===== config.mk =====
export PLATFORM = sky130hd
export DESIGN_NAME = cpu_sequencer
export DESIGN_NICKNAME = d
export VERILOG_FILES = /design/src/rtl/cpu_sequencer.sv
export SDC_FILE = /design/constraint.sdc
export NUM_CORES = 1
export LEC_CHECK = 0
export ABC_AREA = 1
export BUFFER_PORTS_ARGS = -buffer_cell sky130_fd_sc_hd__buf_2
export CORE_UTILIZATION = 63
export CTS_CLUSTER_DIAMETER = 120
export CTS_CLUSTER_SIZE = 30
export DETAILED_ROUTE_END_ITERATION = 8
export GPL_ROUTABILITY_DRIVEN = 0
export PLACE_DENSITY_LB_ADDON = 0.15
export RECOVER_POWER = 50
export SLEW_MARGIN = 20
export SYNTH_ARGS = -nofsm -noshare
export SYNTH_HDL_FRONTEND = slang
export SYNTH_SLANG_ARGS = --single-unit

===== constraint.sdc =====
create_clock -name clk -period 7.29 [get_ports clk]
set_clock_uncertainty 0.2 [all_clocks]
set_input_delay 1.458 -clock clk [delete_from_list [all_inputs] [get_ports clk]]
set_output_delay 1.458 -clock clk [all_outputs]
set_load 0.1 [all_outputs]

===== src/rtl/cpu_sequencer.sv =====
// Programmable 8-entry instruction sequencer for the 4-bit accumulator datapath:
// EXEC/JMP/BR/HALT decode, flag-conditioned branches and an instruction watchdog.
module cpu_sequencer #(
  parameter int unsigned WDOG_LIMIT = 255
) (
  input  logic       clk,
  input  logic       rst,
  input  logic       prog_we,
  input  logic [2:0] prog_addr,
  input  logic [7:0] prog_data,
  input  logic       start,
  input  logic       stop,
  input  logic       zero_flag,
  input  logic       carry_out,
  input  logic       overflow_flag,
  output logic [1:0] alu_sel,
  output logic       mux_sel,
  output logic       load,
  output logic [2:0] pc,
  output logic [7:0] instr,
  output logic       busy,
  output logic       halted,
  output logic       timeout,
  output logic       prog_err,
  output logic [7:0] instr_count
);

  typedef enum logic [1:0] {
    S_IDLE = 2'd0,
    S_RUN  = 2'd1,
    S_HALT = 2'd2
  } state_e;

  typedef enum logic [1:0] {
    OP_EXEC = 2'b00,
    OP_JMP  = 2'b01,
    OP_BR   = 2'b10,
    OP_HALT = 2'b11
  } opcode_e;

  localparam logic [7:0] HALT_WORD = 8'hC0;
  localparam logic [7:0] WDOG_CNT  = 8'(WDOG_LIMIT);
  localparam bit         WDOG_EN   = (WDOG_LIMIT != 0);

  state_e     state_q, state_d;
  logic [2:0] pc_q, pc_d;
  logic [7:0] count_q, count_d;
  logic       timeout_q, timeout_d;
  logic [7:0] mem_q [8];

  logic [7:0] word;
  opcode_e    op;
  logic [2:0] target;
  logic [2:0] pc_inc;
  logic       branch_taken;
  logic       wdog_fire;
  logic       execute;
  logic       mem_we;

  assign word   = mem_q[pc_q];
  assign op     = opcode_e'(word[7:6]);
  assign target = word[2:0];
  assign pc_inc = pc_q + 3'd1;

  // The watchdog fires on the cycle that would run instruction WDOG_LIMIT+1.
  assign wdog_fire = WDOG_EN && (state_q == S_RUN) && (count_q == WDOG_CNT);
  assign execute   = (state_q == S_RUN) && !stop && !wdog_fire;
  assign mem_we    = prog_we && (state_q != S_RUN);

  always_comb begin
    case (word[4:3])
      2'b00:   branch_taken = zero_flag;
      2'b01:   branch_taken = carry_out;
      2'b10:   branch_taken = overflow_flag;
      default: branch_taken = !zero_flag;
    endcase
  end

  always_comb begin
    // NOTE: every next-state signal takes its hold value first so that no path
    // through the case statements leaves it unassigned and infers a latch.
    state_d   = state_q;
    pc_d      = pc_q;
    count_d   = count_q;
    timeout_d = timeout_q;

    case (state_q)
      S_RUN: begin
        if (stop) begin
          state_d = S_IDLE;
        end else if (wdog_fire) begin
          state_d   = S_HALT;
          timeout_d = 1'b1;
        end else begin
          if (count_q != 8'hFF) count_d = count_q + 8'd1;
          case (op)
            OP_EXEC: pc_d = pc_inc;
            OP_JMP:  pc_d = target;
            OP_BR:   pc_d = branch_taken ? target : pc_inc;
            OP_HALT: state_d = S_HALT;
          endcase
        end
      end
      default: begin
        if (stop) begin
          state_d = S_IDLE;
        end else if (start) begin
          state_d   = S_RUN;
          pc_d      = 3'd0;
          count_d   = 8'd0;
          timeout_d = 1'b0;
        end
      end
    endcase
  end

  always_ff @(posedge clk or posedge rst) begin
    if (rst) begin
      state_q   <= S_IDLE;
      pc_q      <= 3'd0;
      count_q   <= 8'd0;
      timeout_q <= 1'b0;
      // NOTE: the program store is reset on purpose: a freshly reset sequencer
      // must see HALT everywhere, so it cannot be left as an unreset RAM.
      for (int i = 0; i < 8; i++) mem_q[i] <= HALT_WORD;
    end else begin
      // NOTE: non-blocking assignments keep every register sampling the
      // pre-edge values, independent of statement order.
      state_q   <= state_d;
      pc_q      <= pc_d;
      count_q   <= count_d;
      timeout_q <= timeout_d;
      if (mem_we) mem_q[prog_addr] <= prog_data;
    end
  end

  assign alu_sel     = (execute && op == OP_EXEC) ? word[3:2] : 2'b00;
  assign mux_sel     = execute && (op == OP_EXEC) && word[1];
  assign load        = execute && (op == OP_EXEC) && word[0];
  assign pc          = pc_q;
  assign instr       = word;
  assign busy        = (state_q == S_RUN);
  assign halted      = (state_q == S_HALT);
  assign timeout     = timeout_q;
  assign prog_err    = prog_we && (state_q == S_RUN);
  assign instr_count = count_q;

endmodule


==> impl_summary.txt, run 1 <==
----------------------------------------------------
[Run status]
  Run status ... finished with violations
  Failing checks ... max-capacitance violations, max-slew violations

[Routing]
  Residual antenna-violating net count after detailed routing ... 0
  Via-to-Cell Ratio ... 5.570
  DR pass1 iterations ... 5
  Vias after detailed routing ... 3459
  Count of unresolved DRC violations after routing ... 0
  Total length of routed wires ... 8972 um
  Wirelength per Cell ... 14.45 um
  Violation count after the first detailed-routing iteration ... 264

[Timing]
  Ratio of final minimum period to clock period ... 0.7045
  Fin Hold WS ... 285.3 ps
  Final critical delay including setup and external delays ... 5136 ps
  Relative slew margins ... -1.697
  FMAX ... 194.7 MHz
  Count of final max-slew check failures ... 79
  Slew at the pin with the worst max-slew slack ... 4045 ps
  Final hold violation count ... 0
  Unrepaired setup endpoints after global routing ... false
  Total Neg Setup Slack ... 0 ps
  Final number of setup-violating endpoints ... 0

[Synthesis]
  Number of synthesized register bits ... 78
  Summed instance area of the synthesized netlist ... 3955 um2
  Post-synthesis area per instance ... 7.879 um2
  Number of flops mapped to enable cells by yosys ... 0
  Synth top cells by count ... nand2_1, o21ai_0, dfrtp_1, inv_1, nor2_1
  Share of synthesized flip-flops with an asynchronous set or reset ... 1.000
  Post-synthesis instance total ... 502
  Biggest area contributors in the synthesized netlist ... dfrtp_1, nand2_1, o21ai_0, dfstp_2, inv_1
  Part of the Yosys area used for sequential elements ... 0.4986
  Total of warnings raised by yosys ... 0
  Most frequent cell after synthesis ... nand2_1
  Yosys top cell area share ... 0.3923
  Biggest area consumer among synthesized cells ... dfrtp_1
  Ys flop type ... dfrtp_1
  Syn_nets ... 527
  Number of distinct standard cells referenced by the synthesized netlist ... 32

[Die]
  Initial Util ... 0.6602
  Total Die Area ... 6598 um2
  Vertical extent of the die ... 81.23 um
  Die Wd ... 81.23 um
  Std-Cell Rows ... 28
  Number of primary I/O pins ... 46
  Core footprint ... 5991 um2

[Finish]
  Diodes inserted ... 0
  Area Growth Syn to Fin ... 10.06%
  Count of non-filler cells in the finished layout ... 621
  Layout cell share with drive strength beyond 1 ... 0.1575
  Total area of multi-input combinational cells ... 1653 um2
  Final core area utilization ... 0.7266
  Layout net count ... 566
  Fillcell total ... 488
  Sequential cell area in the final layout ... 1972 um2

[CTS]
  Clock Root Buffer ... clkbuf_8
  Hold buffers post-CTS ... 0
  Number of H-tree levels ... 3
  Clk_lat worst skew ... 360 ps
  Count of cells resized by post-cts repair ... 0
  Number of clock sinks ... 78
  Buffers inserted during post-CTS setup optimization ... 0
  Number of buffers created by CTS ... 9
  Clock transition at the registers of the reported paths ... 80 ps
  Clock tree from TritonCTS ... done
  Longest Clk Path Bufs ... 2

[Worst setup path]
  Setup Crit Path Kind ... input port to asynchronous set/reset pin
  Req. time, crit path ... 6620 ps
  Worst reg2reg startpoint ... pc[1]
  Type of origin of the critical path ... input port
  Length in cells of the worst reg-to-reg path ... 13
  Maximum fanout along the worst path ... 78
  Flop2flop setup slack ... 4170 ps
  Critical register-to-register path endpoint ... pc[0]
  Arrival time at the worst endpoint ... 4470 ps
  Endpoint class of the critical path ... asynchronous set/reset pin

[Place]
  Buffers added on ports ... 45
  Placed cells ... 605
  Dpl hpwl ... 6019 um

[Hold path]
  Hold path startpoint ... mem_q[49]
  Worst hold path class ... register to register
  Count of cells along the worst hold path ... 2
  Hold endpoint ... mem_q[49]

[Global route]
  First-pass GRT wire length ... 14640 um
  Via count of the first global-routing pass ... 3157
  Total global routing overflow ... 0
  Largest net degree at the start of global routing ... 79
  Global-route track usage on met2 ... 0.4622
  Met1 capacity usage during global routing ... 0.4112
  Busiest grt layer ... met2
  Global routing usage summed across all routing layers ... 0.3020
  Met3 demand-to-capacity share in global routing ... 0.05730
  Antenna violations before repair ... 0

[Pwr]
  PD cells ... 479.6 nW/um2
  Static Leak ... 2.187 nW
  IR Drop Worst-Case VDD ... 514.8 uV

[Flow run]
  Number of max-cap violations ... 1

----------------------------------------------------
-- metal layers --
layer	routed length (um)	vias to the layer above
met2	3994	128
li1	-	1705
met1	4145	1598
met3	585	28
met5	0	-
met4	246	0
-- metrics by stage --
stage               power [mW]  worst slack (ps)  area, um2
CTS                      2.085              2567       4388
floorplan                1.587             556.6       3955
global route             2.228              1272       4353
global placement         1.756              3049       4203
finish                   2.088              2154       4353
detailed placement       1.782              2977       4203
-- logic make-up after synthesis --
group                      after synthesis  synth area share
buffers and inverters                   77           0.07719
and+or+nand+nor                        218            0.2382
DFF                                     78            0.4986
adders and majority gates                6           0.01898
AOI/OAI and AO/OA                      119            0.1582
xor gates and xnor gates                 4          0.008860
-- where the power goes --
part | switching [mW] | internal, mW | leakage, nW
clock network | 0.163 | 0.142 | 0.0913
registers | 0.0834 | 0.554 | 0.962
logic | 0.886 | 0.259 | 1.13
-- critical path, cell delays in order --
cell and delay [ps]:
buf_2 90, inv_1 40, clkbuf_1 2820
-- cell usage in the layout (no fill, tap or decap), types with 3 or more instances in the layout --
master,netlist,final
o21ai_1,3,3
nand2_1,126,127
xnor2_1,3,3
a21oi_1,7,7
ha_1,6,6
o211ai_1,4,4
clkbuf_1,11,6
clkbuf_8,0,11
buf_2,6,40
dfrtp_1,62,62
o21ai_0,93,93
o22ai_1,8,8
inv_1,53,53
nand4_1,8,8
nand3_1,25,25
inv_2,4,4
dfstp_2,16,16
nor2_1,45,48
-- final cells by class --
cell class                 count  share of cell area
sequential                    78              0.4530
timing repair buffer          47             0.05289
multi-input combinational    347              0.3797
inverter                      58             0.05030
clock buffer                  11             0.03478
tap                           75             0.02156
clock inverter                 5            0.007761
-- worst max path at each step --
stage / cells past startpoint / end / from / slack [ps]
6_report: 3 / mem_q[37] / rst / 2150
5_1_grt: 3 / mem_q[49] / rst / 1270
4_1_cts: 10 / alu_sel[0] / pc[1] / 2570
3_5_place_dp: 10 / alu_sel[0] / pc[1] / 2980
3_3_place_gp: 7 / alu_sel[0] / stop / 3050
2_1_floorplan: 11 / alu_sel[0] / pc[0] / 560
-- state kept, by name, summed over array words and instances (netlist names) --
name	count
mem_q	64
instr_count	8
pc	3
state_q	2
timeout	1
(Power assumes the default switching activity.)
==> run 2, diff against run 1 <==
--- a/config.mk
+++ b/config.mk
@@ -5,9 +5,9 @@
 export SDC_FILE = /design/constraint.sdc
 export NUM_CORES = 1
 export LEC_CHECK = 0
-export ABC_AREA = 1
+export ABC_AREA = 0
 export BUFFER_PORTS_ARGS = -buffer_cell sky130_fd_sc_hd__buf_2
-export CORE_UTILIZATION = 63
+export CORE_UTILIZATION = 53
 export CTS_CLUSTER_DIAMETER = 120
 export CTS_CLUSTER_SIZE = 30
 export DETAILED_ROUTE_END_ITERATION = 8
==> constraint.sdc (replaced) <==
create_clock -name clk -period 4.4 [get_ports clk]
set_clock_uncertainty 0.2 [all_clocks]
set_input_delay 0.88 -clock clk [delete_from_list [all_inputs] [get_ports clk]]
set_output_delay 0.88 -clock clk [all_outputs]
set_load 0.1 [all_outputs]
==> run 2 against run 1 <==
The run now ends clean. Wire length is 5.4% lower. Worst setup slack worse by 1700 ps. Sequential cell count stayed put. Cell count is 26% lower. First-iteration DRC count is 64% lower. Largest cell class unchanged.
==> impl_summary.txt, run 2 <==
----------------------------------------------------
[Run status]
  Run status ... complete, no violations (was finished with violations)

[Worst setup path]
  Setup Crit Path Kind ... register to output pin (was input port to asynchronous set/reset pin)
  Req. time, crit path ... 3320 ps (was 6620 ps)
  CP peak stage delay ... 680 ps (was 2820 ps)
  Type of origin of the critical path ... register (was input port)
  Length in cells of the worst reg-to-reg path ... 8 (was 13)
  Flop2flop setup slack ... 1230 ps (was 4170 ps)
  Critical register-to-register path endpoint ... pc[1] (was pc[0])
  Sequence of cells on the critical path ... mux4_2 -> nand2_1 -> and2_1 -> ha_1 -> nand3_1 -> nor2b_2 -> buf_2 (was buf_2 -> inv_1 -> clkbuf_1)
  Slowest cell on the critical path ... dfrtp_1 (was clkbuf_1)
  Worst reg2reg startpoint ... pc[0] (was pc[1])
  Endpoint class of the critical path ... output pin (was asynchronous set/reset pin)
  Maximum fanout along the worst path ... 9 (was 78)
  Arrival time at the worst endpoint ... 2850 ps (was 4470 ps)

[Die]
  Std-Cell Rows ... 31 (was 28)
  Number of primary I/O pins ... 46 (unchanged)
  Die Wd ... 88.63 um (was 81.23 um)
  Total Die Area ... 7855 um2 (was 6598 um2)
  Initial Util ... 0.5484 (was 0.6602)
  Vertical extent of the die ... 88.63 um (was 81.23 um)
  Core footprint ... 7253 um2 (was 5991 um2)

[Place]
  Dpl hpwl ... 6079 um (was 6019 um)
  Buffers added on ports ... 45 (unchanged)
  Cell area after placement ... 4310 um2 (was 4203 um2)
  Placed cells ... 445 (was 605)

[Timing]
  Final critical delay including setup and external delays ... 3932 ps
  Count of final max-slew check failures ... 0 (was 79)
  FMAX ... 254.3 MHz
  Total Neg Setup Slack ... 0 ps (unchanged)
  Slew at the pin with the worst max-slew slack ... 1452 ps (was 4045 ps)
  Final hold violation count ... 0 (unchanged)
  Unrepaired setup endpoints after global routing ... false (unchanged)
  Ratio of final minimum period to clock period ... 0.8936
  Relative slew margins ... 0.03071 (was -1.697)
  Final number of setup-violating endpoints ... 0 (unchanged)

[Hold path]
  Count of cells along the worst hold path ... 1 (was 2)
  Hold endpoint ... mem_q[19] (was mem_q[49])
  Worst hold path class ... register to register (unchanged)
  Hold path startpoint ... mem_q[19] (was mem_q[49])

[CTS]
  Clock transition at the registers of the reported paths ... 80 ps (about the same)
  Buffers inserted during post-CTS setup optimization ... 0 (unchanged)
  Number of clock sinks ... 78 (unchanged)
  Clock tree from TritonCTS ... done (unchanged)
  Longest Clk Path Bufs ... 2 (unchanged)
  Clock Root Buffer ... clkbuf_8 (unchanged)
  Clk_lat worst skew ... 350 ps (was 360 ps)
  Count of cells resized by post-cts repair ... 0 (unchanged)
  Hold buffers post-CTS ... 0 (unchanged)
  Number of H-tree levels ... 3 (unchanged)
  Number of buffers created by CTS ... 9 (unchanged)

[Global route]
  Total global routing overflow ... 0 (unchanged)
  Global routing usage summed across all routing layers ... 0.2423 (was 0.3020)
  Largest net degree at the start of global routing ... 40 (was 79)
  Via count of the first global-routing pass ... 2627 (was 3157)
  Antenna violations before repair ... 0 (unchanged)
  First-pass GRT wire length ... 13730 um (was 14640 um)

[Routing]
  Vias after detailed routing ... 2684 (was 3459)
  Violation count after the first detailed-routing iteration ... 96 (was 264)
  Wirelength per Cell ... 18.41 um (was 14.45 um)
  Uppermost routed layer ... met4 (unchanged)
  Detailed route wirelength on metal2 ... 4019 um (was 3994 um)
  Residual antenna-violating net count after detailed routing ... 0 (unchanged)
  Met3 Routed Length ... 323 um (was 585 um)
  Via-to-Cell Ratio ... 5.822 (was 5.570)
  Count of unresolved DRC violations after routing ... 0 (unchanged)
  DR pass1 iterations ... 4 (was 5)
  Total length of routed wires ... 8486 um (was 8972 um)
  Met1 wire length ... 3984 um (was 4145 um)

[Synthesis]
  Summed instance area of the synthesized netlist ... 3978 um2 (was 3955 um2)
  Simple-Gate Fraction of Synth Area ... 0.08745 (was 0.2382)
  Number of flops mapped to enable cells by yosys ... 0 (unchanged)
  Number of synthesized register bits ... 78 (unchanged)
  Mux contribution to synthesized area ... 0.3007 (was 0)
  Yosys top cell area share ... 0.3901 (was 0.3923)
  Post-synthesis instance total ... 307 (was 502)
  Part of the Yosys area used for sequential elements ... 0.4958 (was 0.4986)
  Post-synthesis xor/xnor area fraction ... 0.01321 (was 0.008858)
  Largest family of logic cells by synthesized area ... multiplexers (was simple AND/OR/NAND/NOR gates)
  Total of warnings raised by yosys ... 0 (unchanged)
  Most frequent cell after synthesis ... mux2_2 (was nand2_1)
  Biggest area contributors in the synthesized netlist ... dfrtp_1, mux2_2, dfstp_2, mux4_2, mux4_1 (was dfrtp_1, nand2_1, o21ai_0, dfstp_2, inv_1)
  Synth top cells by count ... mux2_2, dfrtp_1, nand2_1, dfstp_2, a21oi_1 (was nand2_1, o21ai_0, dfrtp_1, inv_1, nor2_1)
  Biggest area consumer among synthesized cells ... dfrtp_1 (unchanged)
  Ys flop type ... dfrtp_1 (unchanged)
  Area share of fa/ha/maj cells after synthesis ... 0.01887 (was 0.01898)
  Post-synthesis compound-gate area fraction ... 0.05851 (was 0.1582)
  Syn_nets ... 332 (was 527)
  Post-synthesis area per instance ... 12.96 um2 (was 7.879 um2)
  Number of distinct standard cells referenced by the synthesized netlist ... 44 (was 32)
  Share of synthesized flip-flops with an asynchronous set or reset ... 1.000 (unchanged)

[Finish]
  Flip-flop count of the largest register, all copies and words added ... 64 (unchanged)
  Most common library cell in the layout ignoring fill and taps ... mux2_2 (was nand2_1)
  Largest register by flop count ... mem_q (unchanged)
  Layout net count ... 382 (was 566)
  Final core area utilization ... 0.6183 (was 0.7266)
  Diodes inserted ... 0 (unchanged)
  Fillcell total ... 610 (was 488)
  Post-route design area ... 4484 um2 (was 4353 um2)
  Count of non-filler cells in the finished layout ... 461 (was 621)
  Sequential cell area in the final layout ... 1972 um2 (unchanged)
  Area Growth Syn to Fin ... 12.74% (was 10.06%)
  Total area of multi-input combinational cells ... 1914 um2 (was 1653 um2)
  Layout cell share with drive strength beyond 1 ... 0.4669 (was 0.1575)
  Most frequent cells in the layout ... mux2_2, dfrtp_1, buf_2, nand2_1, dfstp_2 (was nand2_1, o21ai_0, dfrtp_1, inv_1, nor2_1)

[Flow run]
  Number of max-cap violations ... 0 (was 1)

----------------------------------------------------
run 2: cell types whose count changed after synthesis, sizes merged, moves of 7 or more:
cell   delta
inv      -46
mux2     +70
nor2     -41
nand4     -7
mux4     +15
o22ai     -7
nand2   -102
o21ai    -90
nand3    -19
run 2: metrics by stage:
| step | setup slack (ps) | hold slack, ps |
|---|---|---|
| 2_1_floorplan | -180.2 | 270.4 |
| 3_3_place_gp | 865.7 | 282.0 |
| 3_5_place_dp | 830.8 | 288.1 |
| 4_1_cts | 442.4 | 306.3 |
| 5_1_grt | 280.2 | 324.7 |
| 6_report | 468.3 | 304.4 |
run 2: area by class of cell:
cell class,count,share of cell area
Timing Repair Buffer,49,0.05525
Sequential cell,78,0.4397
Multi-Input combinational cell,207,0.4269
Clock inverter,7,0.01283
Inverter,12,0.01004
Tap cell,99,0.02762
Clock buffer,9,0.02762
run 2: how the worst max path moves through the flow:
| stage | startpoint | end | slack (ps) |
|---|---|---|---|
| after floorplan | pc[0] | alu_sel[1] | -180 |
| after global placement | pc[0] | alu_sel[0] | 870 |
| after detailed placement | pc[0] | alu_sel[0] | 830 |
| after CTS | pc[0] | alu_sel[0] | 440 |
| after global routing | pc[0] | alu_sel[1] | 280 |
| final | pc[0] | alu_sel[0] | 470 |
run 2: worst max-delay path, delay by kind of cell, from the launching register on:
family,cells,cell delay [ps]
DFF,1,680
and+or+nand+nor,4,630
muxes,1,560
buffers and inverters,1,430
adders and majority gates,1,190
run 2: logic make-up (layout without fill, tap and decap cells):
group                    after synthesis  after routing
flip-flops                            78             78
AND/OR/NAND/NOR                       71             71
AO/OA/AOI/OAI                         36             36
buffers and inverters                 22             77
adder cells (fa/ha/maj)                6              6
XOR/XNOR                               6              6
multiplexers                          88             88
run 2: per-layer routing:
layer	vias up	GRT usage
li1	1231	-
met1	1360	0.3317
met2	78	0.3839
met3	15	0.05131
met4	0	0.08944
met5	-	0
Power of run 2 is left out: the tool's default activity adds up to more than one toggle a clock period on the data nets, which glitch-free logic cannot reach.
